==> config.mk <==
export PLATFORM = sky130hd
export DESIGN_NAME = mem_arbiter_flat
export DESIGN_NICKNAME = d
export VERILOG_FILES = /design/src/rtl/arb_types.sv /design/src/rtl/mem_arbiter_if.sv /design/src/rtl/arb_req_reg.sv /design/src/rtl/mem_arbiter.sv /design/src/flat_wrapper.sv
export SDC_FILE = /design/constraint.sdc
export NUM_CORES = 1
export LEC_CHECK = 0
export CELL_PAD_IN_SITES_DETAIL_PLACEMENT = 2
export CELL_PAD_IN_SITES_GLOBAL_PLACEMENT = 2
export CORE_UTILIZATION = 19
export CTS_CLUSTER_SIZE = 28
export DETAILED_ROUTE_END_ITERATION = 10
export PLACE_DENSITY_LB_ADDON = 0.1
export SKIP_CTS_REPAIR_TIMING = 1
export SLEW_MARGIN = 20
export SYNTH_ARGS = -nofsm -noshare
export SYNTH_HDL_FRONTEND = slang
export SYNTH_HIERARCHICAL = 1
export SYNTH_SLANG_ARGS = --single-unit
==> constraint.sdc <==
create_clock -name clk -period 2.7 [get_ports clk]
set_clock_uncertainty 0.1 [all_clocks]
set_input_delay 0.54 -clock clk [delete_from_list [all_inputs] [get_ports clk]]
set_output_delay 0.54 -clock clk [all_outputs]
set_load 0.1 [all_outputs]
==> src/rtl/arb_types.sv <==
// Shared types for the two-port memory arbiter: FSM states, port ids and the
// captured request record.
package arb_types;

    typedef enum logic [1:0] {
        ARB_IDLE,
        ARB_I,
        ARB_D
    } arb_state_t;

    typedef enum logic {
        ARB_PORT_I,
        ARB_PORT_D
    } arb_port_t;

    typedef struct packed {
        logic [31:0] addr;
        logic [31:0] wdata;
        logic [3:0]  wmask;
        logic        is_write;
    } arb_req_t;

endpackage

==> src/rtl/mem_arbiter_if.sv <==
// Bundle of CPU-side (ports a/b) and memory-side signals around mem_arbiter.
// slave is the arbiter's view, master is the requester/memory-model view.
interface mem_arbiter_if;
  logic        read_a;
  logic [31:0] address_a;
  logic        resp_a;
  logic [31:0] rdata_a;

  logic        read_b;
  logic        write;
  logic [3:0]  wmask;
  logic [31:0] address_b;
  logic [31:0] wdata;
  logic        resp_b;
  logic [31:0] rdata_b;

  logic        pmem_read;
  logic        pmem_write;
  logic [3:0]  pmem_wmask;
  logic [31:0] pmem_address;
  logic [31:0] pmem_wdata;
  logic        pmem_resp;
  logic [31:0] pmem_rdata;

  modport slave (
    input  read_a, address_a, read_b, write, wmask, address_b, wdata,
           pmem_resp, pmem_rdata,
    output resp_a, rdata_a, resp_b, rdata_b,
           pmem_read, pmem_write, pmem_wmask, pmem_address, pmem_wdata
  );

  modport master (
    output read_a, address_a, read_b, write, wmask, address_b, wdata,
           pmem_resp, pmem_rdata,
    input  resp_a, rdata_a, resp_b, rdata_b,
           pmem_read, pmem_write, pmem_wmask, pmem_address, pmem_wdata
  );
endinterface

==> src/rtl/arb_req_reg.sv <==
// Load-enabled holding register for the granted request; it is the sole
// source of the downstream address/data/mask while a transaction is in flight.
module arb_req_reg
  import arb_types::*;
(
  input  logic     clk,
  input  logic     rst,
  input  logic     load,
  input  arb_req_t d,
  output arb_req_t q
);

  arb_req_t req_q, req_d;

  always_comb begin
    req_d = req_q;
    if (load) req_d = d;
  end

  always_ff @(posedge clk) begin
    if (rst) req_q <= '0;
    else     req_q <= req_d;
  end

  assign q = req_q;

endmodule

==> src/rtl/mem_arbiter.sv <==
// Serialises instruction-fetch (a) and data (b) ports onto one memory port,
// one transaction outstanding. Define MEM_ARB_RR_EN for round-robin grant.
module mem_arbiter
  import arb_types::*;
(
  input  logic          clk,
  input  logic          rst,
  mem_arbiter_if.slave  bus
);

  arb_state_t state_q, state_d;
  arb_req_t   req_q, req_new;
  logic       req_b, grant_d, grant_i, load;

  assign req_b = bus.read_b | bus.write;

`ifdef MEM_ARB_RR_EN
  arb_port_t last_q, last_d;

  // Contention goes to whichever port did not win the previous grant.
  always_comb begin
    grant_d = req_b && (!bus.read_a || last_q == ARB_PORT_I);
    grant_i = bus.read_a && !grant_d;
    last_d  = last_q;
    if (state_q == ARB_IDLE && grant_d)      last_d = ARB_PORT_D;
    else if (state_q == ARB_IDLE && grant_i) last_d = ARB_PORT_I;
  end

  always_ff @(posedge clk) begin
    if (rst) last_q <= ARB_PORT_I;
    else     last_q <= last_d;
  end
`else
  always_comb begin
    grant_d = req_b;
    grant_i = bus.read_a && !req_b;
  end
`endif

  assign load = (state_q == ARB_IDLE) && (grant_d || grant_i);

  // A data request with both read_b and write set is captured as a write.
  always_comb begin
    req_new = '0;
    if (grant_d) begin
      req_new.addr     = bus.address_b;
      req_new.wdata    = bus.wdata;
      req_new.wmask    = bus.wmask;
      req_new.is_write = bus.write;
    end else begin
      req_new.addr     = bus.address_a;
    end
  end

  arb_req_reg u_req_reg (
    .clk  (clk),
    .rst  (rst),
    .load (load),
    .d    (req_new),
    .q    (req_q)
  );

  always_ff @(posedge clk) begin
    if (rst) state_q <= ARB_IDLE;
    else     state_q <= state_d;
  end

  always_comb begin
    state_d = state_q;
    unique case (state_q)
      ARB_IDLE: begin
        if (grant_d)      state_d = ARB_D;
        else if (grant_i) state_d = ARB_I;
      end
      ARB_I, ARB_D: begin
        if (bus.pmem_resp) state_d = ARB_IDLE;
      end
      default: state_d = ARB_IDLE;
    endcase
  end

  always_comb begin
    bus.pmem_read    = 1'b0;
    bus.pmem_write   = 1'b0;
    bus.resp_a       = 1'b0;
    bus.resp_b       = 1'b0;
    bus.pmem_address = req_q.addr;
    bus.pmem_wdata   = req_q.wdata;
    bus.pmem_wmask   = req_q.wmask;
    bus.rdata_a      = bus.pmem_rdata;
    bus.rdata_b      = bus.pmem_rdata;
    if (state_q == ARB_I) begin
      bus.pmem_read = 1'b1;
      bus.resp_a    = bus.pmem_resp;
    end else if (state_q == ARB_D) begin
      bus.pmem_read  = !req_q.is_write;
      bus.pmem_write = req_q.is_write;
      bus.resp_b     = bus.pmem_resp;
    end
  end

endmodule
==> src/flat_wrapper.sv <==
// flat-port wrapper written by rule: the top's interface ports become plain ports
module mem_arbiter_flat import arb_types::*;
  (clk, rst, bus_read_a, bus_address_a, bus_read_b, bus_write, bus_wmask, bus_address_b, bus_wdata, bus_pmem_resp, bus_pmem_rdata, bus_resp_a, bus_rdata_a, bus_resp_b, bus_rdata_b, bus_pmem_read, bus_pmem_write, bus_pmem_wmask, bus_pmem_address, bus_pmem_wdata);
  mem_arbiter_if bus_i ();
  input  logic clk;
  input  logic rst;
  input wire logic [$bits(bus_i.read_a)-1:0] bus_read_a;
  input wire logic [$bits(bus_i.address_a)-1:0] bus_address_a;
  input wire logic [$bits(bus_i.read_b)-1:0] bus_read_b;
  input wire logic [$bits(bus_i.write)-1:0] bus_write;
  input wire logic [$bits(bus_i.wmask)-1:0] bus_wmask;
  input wire logic [$bits(bus_i.address_b)-1:0] bus_address_b;
  input wire logic [$bits(bus_i.wdata)-1:0] bus_wdata;
  input wire logic [$bits(bus_i.pmem_resp)-1:0] bus_pmem_resp;
  input wire logic [$bits(bus_i.pmem_rdata)-1:0] bus_pmem_rdata;
  output wire logic [$bits(bus_i.resp_a)-1:0] bus_resp_a;
  output wire logic [$bits(bus_i.rdata_a)-1:0] bus_rdata_a;
  output wire logic [$bits(bus_i.resp_b)-1:0] bus_resp_b;
  output wire logic [$bits(bus_i.rdata_b)-1:0] bus_rdata_b;
  output wire logic [$bits(bus_i.pmem_read)-1:0] bus_pmem_read;
  output wire logic [$bits(bus_i.pmem_write)-1:0] bus_pmem_write;
  output wire logic [$bits(bus_i.pmem_wmask)-1:0] bus_pmem_wmask;
  output wire logic [$bits(bus_i.pmem_address)-1:0] bus_pmem_address;
  output wire logic [$bits(bus_i.pmem_wdata)-1:0] bus_pmem_wdata;
  assign bus_i.read_a = bus_read_a;
  assign bus_i.address_a = bus_address_a;
  assign bus_i.read_b = bus_read_b;
  assign bus_i.write = bus_write;
  assign bus_i.wmask = bus_wmask;
  assign bus_i.address_b = bus_address_b;
  assign bus_i.wdata = bus_wdata;
  assign bus_i.pmem_resp = bus_pmem_resp;
  assign bus_i.pmem_rdata = bus_pmem_rdata;
  assign bus_resp_a = bus_i.resp_a;
  assign bus_rdata_a = bus_i.rdata_a;
  assign bus_resp_b = bus_i.resp_b;
  assign bus_rdata_b = bus_i.rdata_b;
  assign bus_pmem_read = bus_i.pmem_read;
  assign bus_pmem_write = bus_i.pmem_write;
  assign bus_pmem_wmask = bus_i.pmem_wmask;
  assign bus_pmem_address = bus_i.pmem_address;
  assign bus_pmem_wdata = bus_i.pmem_wdata;
  mem_arbiter u_core (.clk(clk), .rst(rst), .bus(bus_i));
endmodule
==> impl_metrics.json <==
{
  "yosysMostFrequentCell": "dfxtp_1",
  "clkLatencyLatePin_ns": 0.33,
  "vdd_drop_max_v": 0.000275,
  "synth_area_leader_cell": "dfxtp_1",
  "syn_area_um2": 3910,
  "dieHeight_um": 145,
  "synth_edf_count": 0,
  "power.density_nw_per_um2": 760,
  "finalWirelength_um": 11600,
  "crit_path_end": "bus_pmem_write",
  "synth.distinct_cells": 24,
  "setup_tns_ns": 0,
  "dpl_cell_area_um2": 5270,
  "rr_endpoint": "u_core/u_req_reg/q[52]",
  "cts-htree-levels": 3,
  "worstReg2RegStart": "u_core/state_q[0]",
  "cp-start-kind": "register",
  "num-nets-final": 633,
  "grt_max_degree": 72,
  "final_layout_size_suffix_gt1_frac": 0.256,
  "hold_viol": 0,
  "cts_made_buffers": 9,
  "ios": 274,
  "leakage_nw": 2.63,
  "run_status": "complete, no violations",
  "setup_violations": 0,
  "fillerInstances": 2283,
  "max_freq_mhz": 468,
  "ctsRootBufferMaster": "clkbuf_16",
  "drv_cap": 0,
  "viasPerCell": 3.84,
  "drt_iter0_markers": 39,
  "fin_hold_ws_ns": 0.396,
  "dieArea_um2": 21100,
  "rrSetupSlack_ns": 0.88,
  "ys_seq_area_frac": 0.364,
  "clockBufferDepth": 2,
  "grt_overflow_total": 0,
  "min_period_ns": 2.14,
  "ant_nets": 0,
  "diodes": 0,
  "fp-row-count": 52,
  "antenna_found_initial": 0,
  "critPathKind": "reg2out",
  "rsz0062_at_grt": "no",
  "gp_congestion": 0.729,
  "clkTransAtPathRegs_ns": 0.06,
  "synthDominantCellAreaShare": 0.364,
  "die_x_um": 145,
  "drc_errors": 0,
  "grt_pass1_wl_um": 18500,
  "wl_per_cell_um": 15.1,
  "synthCells": 388,
  "final_cell_area_um2": 5600,
  "track_usage": 0.112,
  "synth_ff_type": "dfxtp_1",
  "regArea_um2": 1420,
  "synth-seq-cells": 71,
  "maxSlewHeadroom": 0.651,
  "yosysWarnings": 6,
  "path_max_fanout": 4,
  "ff2ff_path_depth": 6,
  "slew_viol_final": 0,
  "arrival_ns": 1.50,
  "multi_input_area_um2": 1800,
  "hp-class": "reg2reg",
  "critPathLaunch": "u_core/state_q[1]",
  "synth_area_leaders": "dfxtp_1, mux2i_1, buf_4, mux2_4, nor2_1",
  "io_buffers": 177,
  "syn2layout_area_growth_pct": 43.2,
  "setup.worst_path.end_class": "output port",
  "synth-async-reset-ratio": 0,
  "worstMarginPinSlew_ns": 0.524,
  "synth_common_cells": "dfxtp_1, buf_4, nor2_1, mux2i_1, and2_1",
  "cts_tree": "built",
  "fin_crit_sh": 0.792,
  "start_util": 0.194,
  "avgSynthCellArea_um2": 10.1,
  "clock-sinks": 71,
  "vias": 2942,
  "grt_pass1_vias": 3216,
  "syn-num-nets": 529,
  "critPathRequiredTime_ns": 2.06,
  "coreArea_um2": 20200,
  "place.detailed.hpwl_um": 8280,
  "detail_route.first_pass.iterations": 3
}
[metrics by stage]
step                worst slack, ns   util  power [mW]  std cells
CTS                           0.519  0.278        4.37        767
global placement              0.322  0.261        2.97        751
global route                  0.470  0.278        4.47        767
floorplan                     0.241      -        3.00        388
finish                        0.562  0.278        4.26        767
detailed placement            0.305  0.261        2.99        751
[routing by layer]
layer  vias to the layer above  track usage  wire [um]
met5                         -            0          0
met4                         0       0.0416        180
met3                        22       0.0483       1030
met2                       102        0.196       5750
met1                      1411        0.119       4610
li1                       1407            -          -
[state kept, by name, summed over array words and instances, names as in the netlist]
name / flops
u_core/state_q: 2
u_core/u_req_reg/q: 69
[cells by family (layout without fill, tap and decap cells)]
group	count (synthesis)	after routing	share of synthesized area
buffers and inverters	92	201	0.179
DFF	71	71	0.364
and+or+nand+nor	115	115	0.140
muxes	101	101	0.300
adders and majority gates	3	3	0.00960
AOI/OAI and AO/OA	6	6	0.00896
[layout make-up]
cell class	count	share of cell area
repair buffers	182	0.303
well taps	270	0.0603
flip-flops and latches	71	0.254
clock buffers	13	0.0465
inverters	3	0.00201
clock inverters	3	0.0116
multi-input cells	225	0.322
[report_power, final]
group	switching, mW	internal (mW)
Sequential	0.0615	1.16
Combinational	1.17	0.550
Clock	0.457	0.859
Total	1.68	2.57
[cells in the final DEF (no fill, tap or decap), types with 2 or more instances in the layout]
cell             count
buf_12               6
nor2_1              70
and2_1              37
clkdlybuf4s50_1    104
bufinv_16            2
dfxtp_1             71
clkbuf_8             2
clkbuf_1             2
a21oi_1              3
mux2_4              32
clkbuf_16            9
nor2b_1              2
ha_1                 3
mux2i_1             69
buf_4               71
inv_1                3
[worst min path at each step]
stage,end,startpoint,depth (start not counted)
3_5_place_dp,u_core/u_req_reg/q[60],u_core/u_req_reg/q[60],2
3_3_place_gp,u_core/u_req_reg/q[52],u_core/u_req_reg/q[52],2
4_1_cts,u_core/u_req_reg/q[43],u_core/u_req_reg/q[43],2
2_1_floorplan,u_core/state_q[1],u_core/state_q[1],2
5_1_grt,u_core/u_req_reg/q[9],u_core/u_req_reg/q[9],2
6_report,u_core/u_req_reg/q[58],u_core/u_req_reg/q[58],2
[critical path: stages, from the launching register on]
cell,delay (ns)
dfxtp_1,0.36
inv_1,0.07
ha_1,0.22
nor3b_2,0.20
buf_4,0.31
No activity file was read; power rests on OpenSTA's default activity.
